<file path="config.mk">
export PLATFORM = sky130hd
export DESIGN_NAME = led_sequencer_flat
export DESIGN_NICKNAME = d
export VERILOG_FILES = /design/src/rtl/led_sequencer_if.sv /design/src/rtl/led_sequencer.sv /design/src/flat_wrapper.sv
export SDC_FILE = /design/constraint.sdc
export NUM_CORES = 1
export LEC_CHECK = 0
export ABC_AREA = 1
export CAP_MARGIN = 20
export CORE_MARGIN = 3
export CORE_UTILIZATION = 41
export DETAILED_ROUTE_END_ITERATION = 16
export GPL_TIMING_DRIVEN = 1
export PLACE_DENSITY_LB_ADDON = 0.12
export SLEW_MARGIN = 10
export SYNTH_ARGS = -nofsm -noshare
export SYNTH_HDL_FRONTEND = slang
export SYNTH_SLANG_ARGS = --single-unit
</file>
<file path="constraint.sdc">
create_clock -name clk -period 3.2 [get_ports clk]
set_input_delay 0.48 -clock clk [delete_from_list [all_inputs] [get_ports clk]]
set_output_delay 0.48 -clock clk [all_outputs]
set_load 0.005 [all_outputs]
</file>
<file path="src/rtl/led_sequencer_if.sv">
// Configuration-table write port and downstream interval-counter handshake
// shared between the LED sequencer (slave) and its host/counter side (master).
interface led_sequencer_if #(
   parameter int LED_W = 8
);
   logic             cfg_we;
   logic [2:0]       cfg_addr;
   logic [LED_W-1:0] cfg_pattern;
   logic [31:0]      cfg_duration;
   logic             ctr_reset;
   logic [31:0]      ctr_limit;
   logic             ctr_limit_we;
   logic             ctr_enable;
   logic             ctr_limit_reached;

   modport master (
      output cfg_we, cfg_addr, cfg_pattern, cfg_duration, ctr_limit_reached,
      input  ctr_reset, ctr_limit, ctr_limit_we, ctr_enable
   );

   modport slave (
      input  cfg_we, cfg_addr, cfg_pattern, cfg_duration, ctr_limit_reached,
      output ctr_reset, ctr_limit, ctr_limit_we, ctr_enable
   );
endinterface

</file>
<file path="src/rtl/led_sequencer.sv">
// Steps through an 8-entry LED pattern table, timing each step with an
// external interval counter that is cleared, loaded and enabled per step.
//
// state | meaning
// IDLE  | stopped, leds dark, step retained for resume
// CLEAR | pulse ctr_reset to the interval counter
// LOAD  | write step duration to counter, show step pattern
// WAIT  | counter enabled until ctr_limit_reached
// NEXT  | step advanced; run decides CLEAR or IDLE
module led_sequencer #(
   parameter int LED_W = 8,
   parameter int STEPS = 8
) (
   input  logic             clk,
   input  logic             reset,
   input  logic             run,
   led_sequencer_if.slave   bus,
   output logic [LED_W-1:0] leds,
   output logic [2:0]       step,
   output logic             busy,
   output logic             wrap_pulse
);

   localparam logic [2:0] ST_IDLE  = 3'd0;
   localparam logic [2:0] ST_CLEAR = 3'd1;
   localparam logic [2:0] ST_LOAD  = 3'd2;
   localparam logic [2:0] ST_WAIT  = 3'd3;
   localparam logic [2:0] ST_NEXT  = 3'd4;

   logic [2:0]       state;
   logic [LED_W-1:0] pat_tbl [STEPS];
   logic [31:0]      dur_tbl [STEPS];
   logic [31:0]      ctr_limit_q;

   always_ff @(posedge clk) begin
      if (!reset) begin
         state       <= ST_IDLE;
         step        <= 3'd0;
         leds        <= '0;
         ctr_limit_q <= '0;
         wrap_pulse  <= 1'b0;
         for (int i = 0; i < STEPS; i++) begin
            pat_tbl[i] <= '0;
            dur_tbl[i] <= '0;
         end
      end else begin
         // Table reads below see the pre-edge contents, so a write to the
         // active entry only shows up at that entry's next LOAD.
         if (bus.cfg_we) begin
            pat_tbl[bus.cfg_addr] <= bus.cfg_pattern;
            dur_tbl[bus.cfg_addr] <= bus.cfg_duration;
         end
         wrap_pulse <= 1'b0;
         case (state)
            ST_IDLE: begin
               if (run) state <= ST_CLEAR;
            end
            ST_CLEAR: begin
               state       <= ST_LOAD;
               leds        <= pat_tbl[step];
               ctr_limit_q <= dur_tbl[step];
            end
            ST_LOAD: begin
               state <= ST_WAIT;
            end
            ST_WAIT: begin
               if (bus.ctr_limit_reached) begin
                  state      <= ST_NEXT;
                  step       <= step + 3'd1;
                  wrap_pulse <= (step == 3'd7);
               end
            end
            ST_NEXT: begin
               if (run) begin
                  state <= ST_CLEAR;
               end else begin
                  state <= ST_IDLE;
                  leds  <= '0;
               end
            end
            default: state <= ST_IDLE;
         endcase
      end
   end

   assign bus.ctr_reset    = (state == ST_CLEAR);
   assign bus.ctr_limit_we = (state == ST_LOAD);
   assign bus.ctr_enable   = (state == ST_WAIT);
   assign bus.ctr_limit    = ctr_limit_q;
   assign busy             = (state != ST_IDLE);

endmodule

</file>
<file path="src/flat_wrapper.sv">
// flat-port wrapper written by rule: the top's interface ports become plain ports
module led_sequencer_flat 
#(
   parameter int LED_W = 8,
   parameter int STEPS = 8
)
  (clk, reset, run, leds, step, busy, wrap_pulse, bus_cfg_we, bus_cfg_addr, bus_cfg_pattern, bus_cfg_duration, bus_ctr_limit_reached, bus_ctr_reset, bus_ctr_limit, bus_ctr_limit_we, bus_ctr_enable);
  led_sequencer_if #(.LED_W(LED_W)) bus_i ();
  input  logic clk;
  input  logic reset;
  input  logic run;
  output logic [LED_W-1:0] leds;
  output logic [2:0] step;
  output logic busy;
  output logic wrap_pulse;
  input wire logic [$bits(bus_i.cfg_we)-1:0] bus_cfg_we;
  input wire logic [$bits(bus_i.cfg_addr)-1:0] bus_cfg_addr;
  input wire logic [$bits(bus_i.cfg_pattern)-1:0] bus_cfg_pattern;
  input wire logic [$bits(bus_i.cfg_duration)-1:0] bus_cfg_duration;
  input wire logic [$bits(bus_i.ctr_limit_reached)-1:0] bus_ctr_limit_reached;
  output wire logic [$bits(bus_i.ctr_reset)-1:0] bus_ctr_reset;
  output wire logic [$bits(bus_i.ctr_limit)-1:0] bus_ctr_limit;
  output wire logic [$bits(bus_i.ctr_limit_we)-1:0] bus_ctr_limit_we;
  output wire logic [$bits(bus_i.ctr_enable)-1:0] bus_ctr_enable;
  assign bus_i.cfg_we = bus_cfg_we;
  assign bus_i.cfg_addr = bus_cfg_addr;
  assign bus_i.cfg_pattern = bus_cfg_pattern;
  assign bus_i.cfg_duration = bus_cfg_duration;
  assign bus_i.ctr_limit_reached = bus_ctr_limit_reached;
  assign bus_ctr_reset = bus_i.ctr_reset;
  assign bus_ctr_limit = bus_i.ctr_limit;
  assign bus_ctr_limit_we = bus_i.ctr_limit_we;
  assign bus_ctr_enable = bus_i.ctr_enable;
  led_sequencer #(.LED_W(LED_W), .STEPS(STEPS)) u_core (.clk(clk), .reset(reset), .run(run), .bus(bus_i), .leds(leds), .step(step), .busy(busy), .wrap_pulse(wrap_pulse));
endmodule
</file>
==> impl_metrics.sql <==
INSERT INTO impl_metrics (metric_group, metric, value, unit) VALUES
('global_route', 'grt-ovfl-total', '0', ''),
('floorplan', 'num_rows', '71', ''),
('cts', 'post_cts_buffers', '0', ''),
('critical_path', 'crit_path_max_incr_delay', '0.65', 'ns'),
('timing', 'finalCritPeriodShare', '79.84', '%'),
('critical_path', 'reg_to_reg_critical_path_endpoint', 'u_core.step[2]$_SDFFE_PN0P_', ''),
('floorplan', 'floorplan.die.width', '203.7', 'um'),
('global_route', 'grt_use_met2', '34.81', '%'),
('critical_path', 'crit_path_start_kind', 'register', ''),
('logic_synthesis', 'seq_cells_post_synth', '370', ''),
('cts', 'worstSkewPairLatency', '0.52', 'ns'),
('logic_synthesis', 'synthFlopType', 'edfxtp_1', ''),
('worst_hold_path', 'hold-path-endpoint', 'u_core.bus.ctr_limit[1]$_SDFFE_PN0P_', ''),
('critical_path', 'r2r_setup_slack', '0.95', 'ns'),
('timing', 'maximum_clock_frequency', '0.3914', 'GHz'),
('logic_synthesis', 'edff_count_synth', '320', ''),
('detailed_routing', 'drtAntennaViolNets', '0', ''),
('floorplan', 'core', '38110', 'um2'),
('cells_and_area', 'num_antenna_cells', '0', ''),
('logic_synthesis', 'netlist_instances', '1628', ''),
('critical_path', 'crit_end_category', 'primary output', ''),
('logic_synthesis', 'number_of_warnings_reported_in_the_yosys_synthesis_log', '0', ''),
('logic_synthesis', 'ys_seq_area_share', '66.21', '%'),
('timing', 'final.min_clock_period', '2.555', 'ns'),
('global_route', 'global_route_wire_length_before_repair', '64630', 'um'),
('global_route', 'grt_pass1_vias', '11160', ''),
('logic_synthesis', 'syn_area_per_cell', '9.843', 'um2'),
('detailed_routing', 'vias', '11360', ''),
('cells_and_area', 'post_route_cells_drive_above_1_share', '6.435', '%'),
('cts', 'worst_setup_hold_path_clk_slew', '0.06', 'ns'),
('cts', 'cts_repair_resizes', '0', ''),
('logic_synthesis', 'async_flop_share', '0', '%'),
('floorplan', 'die_area', '41490', 'um2'),
('timing', 'final_critical_path_setup_slack', '0.6452', 'ns'),
('worst_hold_path', 'hold_path_depth', '3', ''),
('global_route', 'grtUsageMet3', '2.745', '%'),
('job', 'timing.max_cap.violations', '0', ''),
('placed_design', 'post-place-ws', '0.7389', 'ns'),
('logic_synthesis', 'yosys_cell_types', '22', ''),
('logic_synthesis', 'synthesized_net_count', '1678', ''),
('placed_design', 'port_buffers', '95', ''),
('timing', 'report.final.setup_viol', '0', ''),
('cts', 'cts_tree', 'built', ''),
('cts', 'clock-sinks', '370', ''),
('floorplan', 'initial_utilization', '42.05', '%'),
('global_route', 'grt_most_used_layer', 'met2', ''),
('global_route', 'met1_usage', '26.99', '%'),
('timing', 'unrepaired_setup_endpoints_after_global_routing', 'no', ''),
('cells_and_area', 'area_growth_syn_to_layout', '16.26', '%'),
('cts', 'cts_max_level', '2', ''),
('power', 'worst_ir_drop_vdd', '0.3390', 'mV'),
('cells_and_area', 'post-route-util', '48.88', '%'),
('global_route', 'track_usage', '20.07', '%'),
('floorplan', 'die-height', '203.7', 'um'),
('logic_synthesis', 'synth_area_leader_cell', 'edfxtp_1', ''),
('cells_and_area', 'finish.net_count', '1746', ''),
('detailed_routing', 'wl_per_cell', '18.72', 'um'),
('placed_design', 'dp_hpwl', '22690', 'um'),
('floorplan', 'top_level_ports', '96', ''),
('timing', 'timing.max_slew.rel_slack', '50.09', '%'),
('timing', 'tightest_slew', '0.7478', 'ns'),
('timing', 'count_of_pins_over_their_slew_limit', '0', ''),
('logic_synthesis', 'syn-cell-area', '16020', 'um2'),
('critical_path', 'cp_max_fo', '40', ''),
('status', 'run_status', 'completed', ''),
('critical_path', 'critical-path-slowest-cell', 'dfxtp_4', ''),
('global_route', 'largest_net_degree_at_the_start_of_global_routing', '75', ''),
('critical_path', 'crit-reg2reg-launch', 'u_core.step[0]$_SDFFE_PN0P_', ''),
('detailed_routing', 'routed_wirelength', '41870', 'um'),
('logic_synthesis', 'netlist_top_cells_count', '452 x nor2_1, 320 x edfxtp_1, 320 x nand2_1', ''),
('logic_synthesis', 'synth_top_cell_area_share', '59.97', '%');
-- worst max-delay path: cells and delay by family, from the launching register on --
kind | cells | cell delay (ns)
buffers and inverters | 2 | 0.88
flip-flops | 1 | 0.65
-- worst max-delay path by stage --
stage	start	endpoint	slack (ns)
finish	u_core.step[0]$_SDFFE_PN0P_	step[0]	0.65
global route	u_core.step[0]$_SDFFE_PN0P_	step[0]	0.54
CTS	u_core.step[0]$_SDFFE_PN0P_	step[0]	0.62
detailed placement	bus_cfg_we	u_core.pat_tbl[4][5]$_SDFFCE_PN0P_	0.74
global placement	bus_cfg_we	u_core.pat_tbl[4][6]$_SDFFCE_PN0P_	0.77
floorplan	reset	u_core.dur_tbl[1][0]$_SDFFCE_PN0P_	0.79
-- area by class of cell --
class	count	area [um2]
Fill cell	3529	19480
Sequential cell	370	10620
Multi-Input combinational cell	1062	4511
Timing Repair Buffer	131	1316
Clock buffer	53	1101
Tap cell	511	639.4
Inverter	91	342.8
Clock inverter	18	103.9
-- metal layers --
| metal | vias to the layer above | part of all wire [%] |
|---|---|---|
| li1 | 5517 | - |
| met1 | 5525 | 45 |
| met2 | 253 | 49 |
| met3 | 60 | 4.6 |
| met4 | 0 | 1.8 |
| met5 | - | 0 |
-- cell usage in the layout (no fill, tap or decap) --
cell type,instances
buf_12,8
ha_1,2
inv_2,1
nor3_1,1
clkinvlp_4,1
a21oi_1,45
clkbuf_8,3
buf_4,28
edfxtp_1,320
clkinv_1,11
clkbuf_16,41
clkinv_2,6
dfxtp_4,1
nor2_1,452
a22oi_1,1
o21ai_0,96
a211oi_1,1
nand2_1,304
nand3_1,106
clkbuf_1,9
clkdlybuf4s50_1,94
nand2_2,16
inv_1,89
buf_2,1
dfxtp_1,48
bufinv_16,1
dfxtp_2,1
nor2_2,2
o211ai_1,35
nor3_4,1
-- power breakdown --
part / leakage (nW) / switching (mW) / internal [mW]
sequential: 3.48 / 0.111 / 5.57
combinational: 3.22 / 0.628 / 0.393
clock: 0.589 / 1.80 / 2.49
-- stage by stage --
step	area [um2]	hold slack, ns	std cells	power, mW
2_1_floorplan	16020	0.4618	1628	6.333
3_3_place_gp	17420	0.4558	2165	6.804
3_5_place_dp	17420	0.4602	2165	6.820
4_1_cts	18630	0.3851	2236	11.10
5_1_grt	18630	0.4053	2236	11.43
6_report	18630	0.4025	2236	10.99
-- registers in the layout, summed over array words and instances (netlist names), named ones only --
register / count
u_core.bus.ctr_limit: 32
u_core.dur_tbl: 256
u_core.leds: 8
u_core.pat_tbl: 64
u_core.state: 3
u_core.step: 3
u_core.wrap_pulse: 1
-- logic make-up after synthesis --
logic type | synth area share [%]
AOI/OAI and AO/OA | 6.137
adders and majority gates | 0.1561
buffers and inverters | 5.926
DFF | 66.21
and+or+nand+nor | 21.57
Note: power is estimated with default switching activity, not from simulation.
